==> config.mk <==
export PLATFORM = sky130hd
export DESIGN_NAME = muldiv_unit_flat
export DESIGN_NICKNAME = d
export VERILOG_FILES = /design/src/rtl/muldiv_unit_if.sv /design/src/rtl/muldiv_unit.sv /design/src/flat_wrapper.sv
export SDC_FILE = /design/constraint.sdc
export NUM_CORES = 1
export LEC_CHECK = 0
export ABC_AREA = 1
export CORE_MARGIN = 5
export CORE_UTILIZATION = 40
export CTS_CLUSTER_SIZE = 10
export DETAILED_ROUTE_END_ITERATION = 8
export MAX_ROUTING_LAYER = met4
export SETUP_SLACK_MARGIN = 0.15
export SLEW_MARGIN = 20
export SYNTH_ARGS = -nofsm -noshare
export SYNTH_HDL_FRONTEND = slang
export SYNTH_SLANG_ARGS = --single-unit
==> constraint.sdc <==
create_clock -name clk -period 7.4 [get_ports clk]
set_input_delay 0.74 -clock clk [delete_from_list [all_inputs] [get_ports clk]]
set_output_delay 0.74 -clock clk [all_outputs]
set_load 0.01 [all_outputs]
==> src/rtl/muldiv_unit_if.sv <==
// Register-file side request/write-back bundle of the iterative RV32M multiply/divide unit.
interface muldiv_unit_if #(
   parameter int XLEN = 32
);
   logic            start;
   logic [2:0]      op;
   logic [XLEN-1:0] rs1_data;
   logic [XLEN-1:0] rs2_data;
   logic [4:0]      rd_addr;
   logic            busy;
   logic            stall;
   logic            done;
   logic [XLEN-1:0] result;
   logic            wb_en;
   logic [4:0]      wb_addr;

   modport master (
      output start, op, rs1_data, rs2_data, rd_addr,
      input  busy, stall, done, result, wb_en, wb_addr
   );

   modport slave (
      input  start, op, rs1_data, rs2_data, rd_addr,
      output busy, stall, done, result, wb_en, wb_addr
   );
endinterface

==> src/rtl/muldiv_unit.sv <==
// Iterative RV32M multiply/divide: one radix-2 shift-add / restoring-divide step per cycle,
// magnitudes in CALC, sign fix-up in FIXUP, one-cycle write-back pulse in DONE.
module muldiv_unit #(
   parameter int XLEN  = 32,
   parameter int CNT_W = $clog2(XLEN) + 1
) (
   input  logic         clk,
   input  logic         rst,
   muldiv_unit_if.slave bus
);
   typedef enum logic [1:0] {S_IDLE, S_CALC, S_FIXUP, S_DONE} state_e;

   localparam logic [CNT_W-1:0] LAST_STEP = CNT_W'(XLEN - 1);

   state_e            r_state, w_state_nxt;
   logic [CNT_W-1:0]  r_cnt;
   logic [2:0]        r_op;
   logic [4:0]        r_wb_addr;
   logic [XLEN-1:0]   r_a, r_hi, r_lo, r_result;
   logic              r_neg, r_special;

   logic              w_sa, w_sb, w_neg, w_div0, w_ovf, w_special;
   logic [XLEN-1:0]   w_mag_a, w_mag_b, w_spec_val, w_fixed;
   logic [XLEN:0]     w_madd, w_dsub;
   logic [2*XLEN-1:0] w_prod_s;

   always_ff @(posedge clk) begin
      if (!rst) r_state <= S_IDLE;
      else      r_state <= w_state_nxt;
   end

   always_comb begin
      w_state_nxt = r_state;
      unique case (r_state)
         S_IDLE:  if (bus.start) w_state_nxt = w_special ? S_FIXUP : S_CALC;
         S_CALC:  if (r_cnt == LAST_STEP) w_state_nxt = S_FIXUP;
         S_FIXUP: w_state_nxt = S_DONE;
         default: w_state_nxt = S_IDLE;
      endcase
      bus.busy  = (r_state != S_IDLE);
      bus.stall = (bus.start && r_state == S_IDLE) || (r_state != S_IDLE);
      bus.done  = (r_state == S_DONE);
      bus.wb_en = (r_state == S_DONE) && (r_wb_addr != 5'd0);
   end

   assign bus.result  = r_result;
   assign bus.wb_addr = r_wb_addr;

   // Operand decode at acceptance: signedness, magnitudes and the 1-cycle special results
   always_comb begin
      w_sa       = bus.rs1_data[XLEN-1] && (bus.op == 3'd1 || bus.op == 3'd2 ||
                                            bus.op == 3'd4 || bus.op == 3'd6);
      w_sb       = bus.rs2_data[XLEN-1] && (bus.op == 3'd1 || bus.op == 3'd4 || bus.op == 3'd6);
      w_mag_a    = w_sa ? -bus.rs1_data : bus.rs1_data;
      w_mag_b    = w_sb ? -bus.rs2_data : bus.rs2_data;
      w_neg      = (bus.op == 3'd6) ? w_sa : (w_sa ^ w_sb);
      w_div0     = bus.op[2] && (bus.rs2_data == '0);
      w_ovf      = (bus.op == 3'd4 || bus.op == 3'd6) &&
                   (bus.rs1_data == {1'b1, {(XLEN-1){1'b0}}}) && (bus.rs2_data == '1);
      w_special  = w_div0 || w_ovf;
      if (bus.op[1]) w_spec_val = w_div0 ? bus.rs1_data : '0;
      else           w_spec_val = w_div0 ? '1 : bus.rs1_data;
   end

   // One iteration: {r_hi,r_lo} is the product accumulator or the {remainder,dividend/quotient} pair
   always_comb begin
      w_madd   = {1'b0, r_hi} + (r_lo[0] ? {1'b0, r_a} : '0);
      w_dsub   = {r_hi, r_lo[XLEN-1]} - {1'b0, r_a};
      w_prod_s = r_neg ? -{r_hi, r_lo} : {r_hi, r_lo};
      unique case (r_op)
         3'd0:             w_fixed = w_prod_s[XLEN-1:0];
         3'd1, 3'd2, 3'd3: w_fixed = w_prod_s[2*XLEN-1:XLEN];
         3'd4, 3'd5:       w_fixed = r_neg ? -r_lo : r_lo;
         default:          w_fixed = r_neg ? -r_hi : r_hi;
      endcase
      if (r_special) w_fixed = r_a;
   end

   always_ff @(posedge clk) begin
      if (!rst) begin
         r_cnt     <= '0;
         r_op      <= '0;
         r_wb_addr <= '0;
         r_a       <= '0;
         r_hi      <= '0;
         r_lo      <= '0;
         r_result  <= '0;
         r_neg     <= 1'b0;
         r_special <= 1'b0;
      end else begin
         unique case (r_state)
            S_IDLE: if (bus.start) begin
               r_op      <= bus.op;
               r_wb_addr <= bus.rd_addr;
               r_cnt     <= '0;
               r_neg     <= w_neg;
               r_special <= w_special;
               r_hi      <= '0;
               if (w_special) begin
                  r_a <= w_spec_val;
               end else if (bus.op[2]) begin
                  r_a  <= w_mag_b;
                  r_lo <= w_mag_a;
               end else begin
                  r_a  <= w_mag_a;
                  r_lo <= w_mag_b;
               end
            end
            S_CALC: begin
               r_cnt <= r_cnt + 1'b1;
               if (!r_op[2]) begin
                  r_hi <= w_madd[XLEN:1];
                  r_lo <= {w_madd[0], r_lo[XLEN-1:1]};
               end else if (!w_dsub[XLEN]) begin
                  r_hi <= w_dsub[XLEN-1:0];
                  r_lo <= {r_lo[XLEN-2:0], 1'b1};
               end else begin
                  r_hi <= {r_hi[XLEN-2:0], r_lo[XLEN-1]};
                  r_lo <= {r_lo[XLEN-2:0], 1'b0};
               end
            end
            S_FIXUP: r_result <= w_fixed;
            default: ;
         endcase
      end
   end
endmodule

==> src/flat_wrapper.sv <==
// flat-port wrapper written by rule: the top's interface ports become plain ports
module muldiv_unit_flat 
#(
   parameter int XLEN  = 32,
   parameter int CNT_W = $clog2(XLEN) + 1
)
  (clk, rst, bus_start, bus_op, bus_rs1_data, bus_rs2_data, bus_rd_addr, bus_busy, bus_stall, bus_done, bus_result, bus_wb_en, bus_wb_addr);
  muldiv_unit_if #(.XLEN(XLEN)) bus_i ();
  input  logic clk;
  input  logic rst;
  input wire logic [$bits(bus_i.start)-1:0] bus_start;
  input wire logic [$bits(bus_i.op)-1:0] bus_op;
  input wire logic [$bits(bus_i.rs1_data)-1:0] bus_rs1_data;
  input wire logic [$bits(bus_i.rs2_data)-1:0] bus_rs2_data;
  input wire logic [$bits(bus_i.rd_addr)-1:0] bus_rd_addr;
  output wire logic [$bits(bus_i.busy)-1:0] bus_busy;
  output wire logic [$bits(bus_i.stall)-1:0] bus_stall;
  output wire logic [$bits(bus_i.done)-1:0] bus_done;
  output wire logic [$bits(bus_i.result)-1:0] bus_result;
  output wire logic [$bits(bus_i.wb_en)-1:0] bus_wb_en;
  output wire logic [$bits(bus_i.wb_addr)-1:0] bus_wb_addr;
  assign bus_i.start = bus_start;
  assign bus_i.op = bus_op;
  assign bus_i.rs1_data = bus_rs1_data;
  assign bus_i.rs2_data = bus_rs2_data;
  assign bus_i.rd_addr = bus_rd_addr;
  assign bus_busy = bus_i.busy;
  assign bus_stall = bus_i.stall;
  assign bus_done = bus_i.done;
  assign bus_result = bus_i.result;
  assign bus_wb_en = bus_i.wb_en;
  assign bus_wb_addr = bus_i.wb_addr;
  muldiv_unit #(.XLEN(XLEN), .CNT_W(CNT_W)) u_core (.clk(clk), .rst(rst), .bus(bus_i));
endmodule
Yosys cells after proc, flatten, opt, wreduce, memory -nomap -nowiden
Index checks and enable logic that the tools add are counted.

Output and inout bits: 41. Latch bits: 0. Bits in read-only memories: 0. Register bits after elaboration: 146. Bits of input ports: 75. Memories kept: 0. Logic and storage cells: 94. RAM bits: 0.

Bitwise logic cells: 1. Muxes and demuxes: 30. Eq/ne operators: 18. Shifts and indexed selects: 0. $mul: 0. Reductions and logical operators: 27. $lt $le $gt $ge: 0. $add $sub $neg: 8. Divide/modulo/power cells: 0.

Operators with widths (number): 32-bit two-way mux (18); 32-bit negator (4); 32-bit one-hot mux with 2 select lines (2); 32-bit one-hot mux with 3 select lines (1); 32-bit == test (second input constant) (2); 64-bit two-way mux (1); 64-bit negator (1); 32-bit by 33-bit adder with 33-bit output (1); 33-bit by 32-bit subtractor with 33-bit output (1); 32-bit logical NOT (1); 3-bit == test (second input constant) (4); 6-bit one-hot mux with 2 select lines (1); 3-bit by 2-bit == test with 1-bit output (second input constant) (3); 1-bit logical OR (8); 1-bit logical AND (7); 6-bit by 1-bit adder with 6-bit output (second input constant) (1); 3-bit by 1-bit == test with 1-bit output (second input constant) (2); 6-bit by 5-bit == test with 1-bit output (second input constant) (1); 2-bit two-way mux (3); 6-bit two-way mux (1); 2-bit one-hot mux with 3 select lines (1); 2-bit AND reduction (3); 5-bit nonzero test (1); 2-bit == test (second input constant) (2); other kinds (11) (14).

Depth between registers and ports, before layout
Depth after elaboration: 10. Depth in mapped cells: 22. Depth with buffers taken out: 20.

Worst setup path before layout
OpenSTA, ideal clock, no wires.

Path type: reg-to-reg. Start: register u_core.r_lo[0]. End: register u_core.r_hi[27]. Stages on the path, launching flop included: 21. Arrival: 2.467 ns. Path slack: 4.862 ns. Path buffers: 2. Data required time: 7.330 ns. Period minus slack after synthesis: 2.538 ns. Library setup time: 0.070 ns. Cells stage by stage: dfxtp_1 -> buf_2 -> clkbuf_1 -> nand2_1 -> inv_1 -> ha_1 -> inv_1 -> fa_1 -> inv_1 -> nand3_1 -> nand3_1 -> nand2_1 -> nand2_1 -> nand2_1 -> nand2_1 -> nand2_1 -> a21oi_1 -> nor2_1 -> nor2_1 -> nand2_1 -> a21oi_1.

Word-level cells in the longest chain between the ends: 4.

Ends and longest elaborated chain: start: declaration (RTL line muldiv_unit.sv:19) `logic [XLEN-1:0] r_a, r_hi, r_lo, r_result;`; start signal: assignment (RTL line muldiv_unit.sv:103) `r_lo <= w_mag_a;`; start signal: assignment (RTL line muldiv_unit.sv:106) `r_lo <= w_mag_b;`; start signal: assignment (RTL line muldiv_unit.sv:113) `r_lo <= {w_madd[0], r_lo[XLEN-1:1]};`; 32-bit two-way mux (RTL line muldiv_unit.sv:67) `w_madd = {1'b0, r_hi} + (r_lo[0] ? {1'b0, r_a} : '0);`; 32-bit by 33-bit adder with 33-bit output (RTL line muldiv_unit.sv:67); 32-bit two-way mux (RTL line muldiv_unit.sv:111) `if (!r_op[2]) begin`; 32-bit one-hot mux with 2 select lines (RTL line muldiv_unit.sv:91) `unique case (r_state)`; end signal: assignment (RTL line muldiv_unit.sv:112) `r_hi <= w_madd[XLEN:1];`; end signal: assignment (RTL line muldiv_unit.sv:115) `r_hi <= w_dsub[XLEN-1:0];`; end signal: assignment (RTL line muldiv_unit.sv:118) `r_hi <= {r_hi[XLEN-2:0], r_lo[XLEN-1]};`; end: declaration (RTL line muldiv_unit.sv:19).

Every way passes these cells. A chain may end at the register's enable or synchronous reset.

Worst setup path in the final report
Start: input port bus_op[1]. End: register u_core.r_lo[21].

Word-level cells in the longest chain between the ends: 10. Elaborated cells between the ends (all ways): 23. Classes of those cells: 5 x eq/ne; 6 x mux; 12 x reduce/logical.

Ends and longest elaborated chain: start: declaration (RTL line flat_wrapper.sv:12) `input wire logic [$bits(bus_i.op)-1:0] bus_op;`; 3-bit by 1-bit == test with 1-bit output or 3-bit by 2-bit == test with 1-bit output (tied branches) (RTL line muldiv_unit.sv:51, muldiv_unit.sv:53); 1-bit logical OR (2 in a row) (RTL line muldiv_unit.sv:51) `w_sa = bus.rs1_data[XLEN-1] && (bus.op == 3'd1 || bus.op == 3'd2 ||`; 1-bit logical OR (RTL line muldiv_unit.sv:52) `bus.op == 3'd4 || bus.op == 3'd6);`; 1-bit logical AND (RTL line muldiv_unit.sv:51); 32-bit two-way mux (RTL line muldiv_unit.sv:54) `w_mag_a = w_sa ? -bus.rs1_data : bus.rs1_data;`; 32-bit two-way mux (RTL line muldiv_unit.sv:101) `end else if (bus.op[2]) begin`; 32-bit two-way mux (RTL line muldiv_unit.sv:99) `if (w_special) begin`; 32-bit two-way mux (RTL line muldiv_unit.sv:92) `S_IDLE: if (bus.start) begin`; 32-bit one-hot mux with 2 select lines (RTL line muldiv_unit.sv:91).

Several ways; a longest one is shown, not always the timed one. The select of a mux whose other input is x is not followed.

==> impl_results.md <==
* Max-Cap Viols at 0
* Post-DP Area at 20000 sq um
* Mapped Nets at 3646
* Residual DRC at 0
* CP Max Fanout at 33
* Initial Util at 40.5%
* Pre-Repair DR Iteration Count at 6
* Setup CP Type: primary input to register
* Logic pwr share at 69.7%
* Slowest cell on the critical path: inv_1
* Post-route cell area at 20500 sq um
* Worst hold path class: register to register
* Post-synth EDFFs at 0
* Critical path's largest stage delay at 860 ps
* Clk slew on worst S/H paths at 60 ps
* Initial DRC count at 2889
* Final WL at 86800 um
* Area delta synth->final at 11.7%
* Syn. warnings at 0
* Final setup vio count at 0
* Mapped Cells at 3494
* Worst path cell trace: clkdlybuf4s50_1, inv_1, nand3_1, nand2_1, nand2_1, inv_1, o21ai_0, nand2_1, xor2_1, nand2_1, o21ai_0, a21oi_1, nor2_1
* Clock root cell: clkbuf_16
* Final Slew Violations at 0
* Final Hold Vio Count at 0
* Vias at 23.2k
* Final ANT Viol Nets at 0
* CTS tree: built
* Sw frac at 59.2%
* PD cells at 355 nW/um^2
* Die Area at 50400 sq um
* Most used cell, CP: nand2_1
* Async set-reset flop share out of synthesis at 0%
* Rel. slew slack at 32.4%
* Share of layout cells above drive strength 1 at 3.81%
* Vias in the first global route at 20.5k
* Clock Latency Late Sink at 490 ps
* Sequential Power Share at 18.4%
* Hold Buf Count CTS at 0
* Post-CTS Resized at 0
* Fmax at 0.245 GHz
* CTS Sinks at 146
* CTS H-tree lvls at 4
* FP Rows at 78
* Worst Skew at 16.9 ps
* Post-CTS setup buffers at 0
* Total Nets Final at 3686
* Worst slew pin tran at 1010 ps
* CP endpoint kind: register
* Max VDD drop at 0.222 mV
* Setup TNS at 0 ps
* Port-buffer cells at 115
* DR WL/cell at 20.9 um
* All-Layer GR Usage at 34.2%
* Clock group share of total power at 12.0%
* Vias per inst at 5.59
* Syn_area_per_cell at 5.27 sq um
* Post-synth top flop: dfxtp_1
* Final worst-path cycle share at 55.1%
* Largest net degree at the start of global routing at 80
* Max clock buf depth at 2
* Status: finished clean
* Die Wd at 224 um
* Minimum clock period at 4070 ps
* DPL Wire Length at 69600 um
* Sequential area share after synthesis at 15.9%
* Net Switching at 4.32 mW
* Grt total ovfl at 0
* Die Y at 224 um
* Ports at 116
* Placeable Area at 45500 sq um
* Global-route wire length before repair at 128000 um
* Yosys cell types at 52
* Mapped Area at 18400 sq um
* Critical path required time at 7820 ps
* Unrepaired setup endpoints after global routing: no
* #FFs+latches synth at 146
* GP Congestion at 1.08
* Worst Path Arrival at 4490 ps
* Num CTS Buffers at 17
* Initial antenna violation count at 1
* Internal at 2.98 mW
* CP startpoint kind: primary input
* Static leakage at 10.5 nW
[state kept, by name, summed over array words and instances (netlist names)]
signal,cells
u_core.bus.result,32
u_core.r_a,32
u_core.r_hi,32
u_core.r_lo,32
u_core.r_cnt,6
u_core.bus.wb_addr,5
u_core.r_op,3
u_core.r_state,2
u_core.r_neg,1
u_core.r_special,1
[synthesized netlist by cell type (3+ instances only)]
cell	n	area (sq um)
nand2_1	1156	4340
o21ai_1	5	25.0
o21bai_1	6	45.0
nor2_4	3	33.8
nand2_2	13	81.3
o31ai_1	3	22.5
buf_1	13	48.8
a21oi_1	241	1210
xor2_1	56	490
o211ai_1	15	113
and2_1	5	31.3
dfxtp_1	146	2920
clkbuf_1	84	315
nand4_1	56	350
nor2_1	363	1360
nor3_1	44	220
buf_6	4	45.0
ha_1	75	938
a21oi_2	13	114
a221oi_1	3	26.3
buf_4	7	52.6
buf_2	16	80.1
nand3b_1	12	90.1
nor3_2	3	30.0
nand3_2	4	40.0
or2_2	7	43.8
nor2_2	7	43.8
a41oi_1	7	61.3
inv_1	492	1850
nand3_1	305	1530
xnor2_1	16	140
nor4_1	5	31.3
o21ai_0	254	1270
a31oi_1	20	125
inv_2	10	37.5
[power groups by stage]
stage / Clock, mW / Sequential [mW] / Combinational (mW)
final: 0.872 / 1.34 / 5.09
after global routing: 0.915 / 1.35 / 5.58
after CTS: 0.889 / 1.32 / 4.95
after detailed placement: 0 / 1.33 / 4.92
after global placement: 0 / 1.34 / 4.94
after floorplan: 0 / 1.19 / 3.42
[layout make-up]
cell class / instances / area [sq um]
antenna: 1 / 2.50
clock buffer: 20 / 457
clock inverter: 11 / 106
fill: 5344 / 24900
inverter: 504 / 1890
multi-input combinational: 2718 / 13000
sequential: 146 / 2930
tap: 600 / 751
timing repair buffer: 147 / 1380
[critical path, delay by kind of cell]
kind	cells	cell delay, ps
AO/OA/AOI/OAI	3	530
buffers and inverters	3	2070
AND/OR/NAND/NOR	6	950
XOR/XNOR	1	180
[final timing paths]
| path | start | end | slack, ps | cells past startpoint |
|---|---|---|---|---|
| hold / removal | u_core.bus.result[21] | u_core.bus.result[21] | 460 | 2 |
| hold reg to reg | u_core.bus.result[21] | u_core.bus.result[21] | 460 | 2 |
| setup / recovery | bus_op[1] | u_core.r_lo[21] | 3330 | 13 |
| setup reg to reg | u_core.r_hi[0] | u_core.r_hi[7] | 3500 | 17 |
[placed cells by master (no fill, tap or decap), types with 17 or more instances in the layout]
cell type / instances
nand4_1: 56
clkbuf_16: 17
clkdlybuf4s50_1: 113
dfxtp_1: 144
a21oi_1: 241
buf_4: 32
nand3_1: 305
xor2_1: 56
ha_1: 75
o21ai_0: 254
a31oi_1: 20
nand2_1: 1156
nor2_1: 361
nor3_1: 44
inv_1: 490
[kinds of logic (layout without fill, tap and decap cells)]
logic type | count (synthesis) | in the layout | share of synthesized area, %
AOI/OAI and AO/OA | 574 | 574 | 16.6
xor gates and xnor gates | 72 | 72 | 3.43
adders and majority gates | 77 | 77 | 5.32
buffers and inverters | 630 | 682 | 13.4
DFF | 146 | 146 | 15.9
muxes | 1 | 1 | 0.0544
other | 0 | 1 | 0
and+or+nand+nor | 1994 | 1994 | 45.3
[routing by layer]
metal	up-vias	track usage [%]	wire length, um
met2	1289	49.2	35900
met5	-	-	0
met4	0	17.9	5650
li1	11244	-	-
met1	10399	45.9	36700
met3	248	5.70	8520
[stage by stage]
step / util (%) / hold slack (ps) / std cells / power [mW] / setup slack, ps
after floorplan: - / 458 / 3494 / 4.60 / 4860
after global placement: 43.9 / 454 / 4115 / 6.28 / 3020
after detailed placement: 43.9 / 456 / 4115 / 6.26 / 2960
after CTS: 45.2 / 466 / 4146 / 7.16 / 3440
after global routing: 45.2 / 485 / 4147 / 7.84 / 2980
final: 45.2 / 461 / 4147 / 7.30 / 3330
Note: power is estimated with default switching activity, not from simulation.
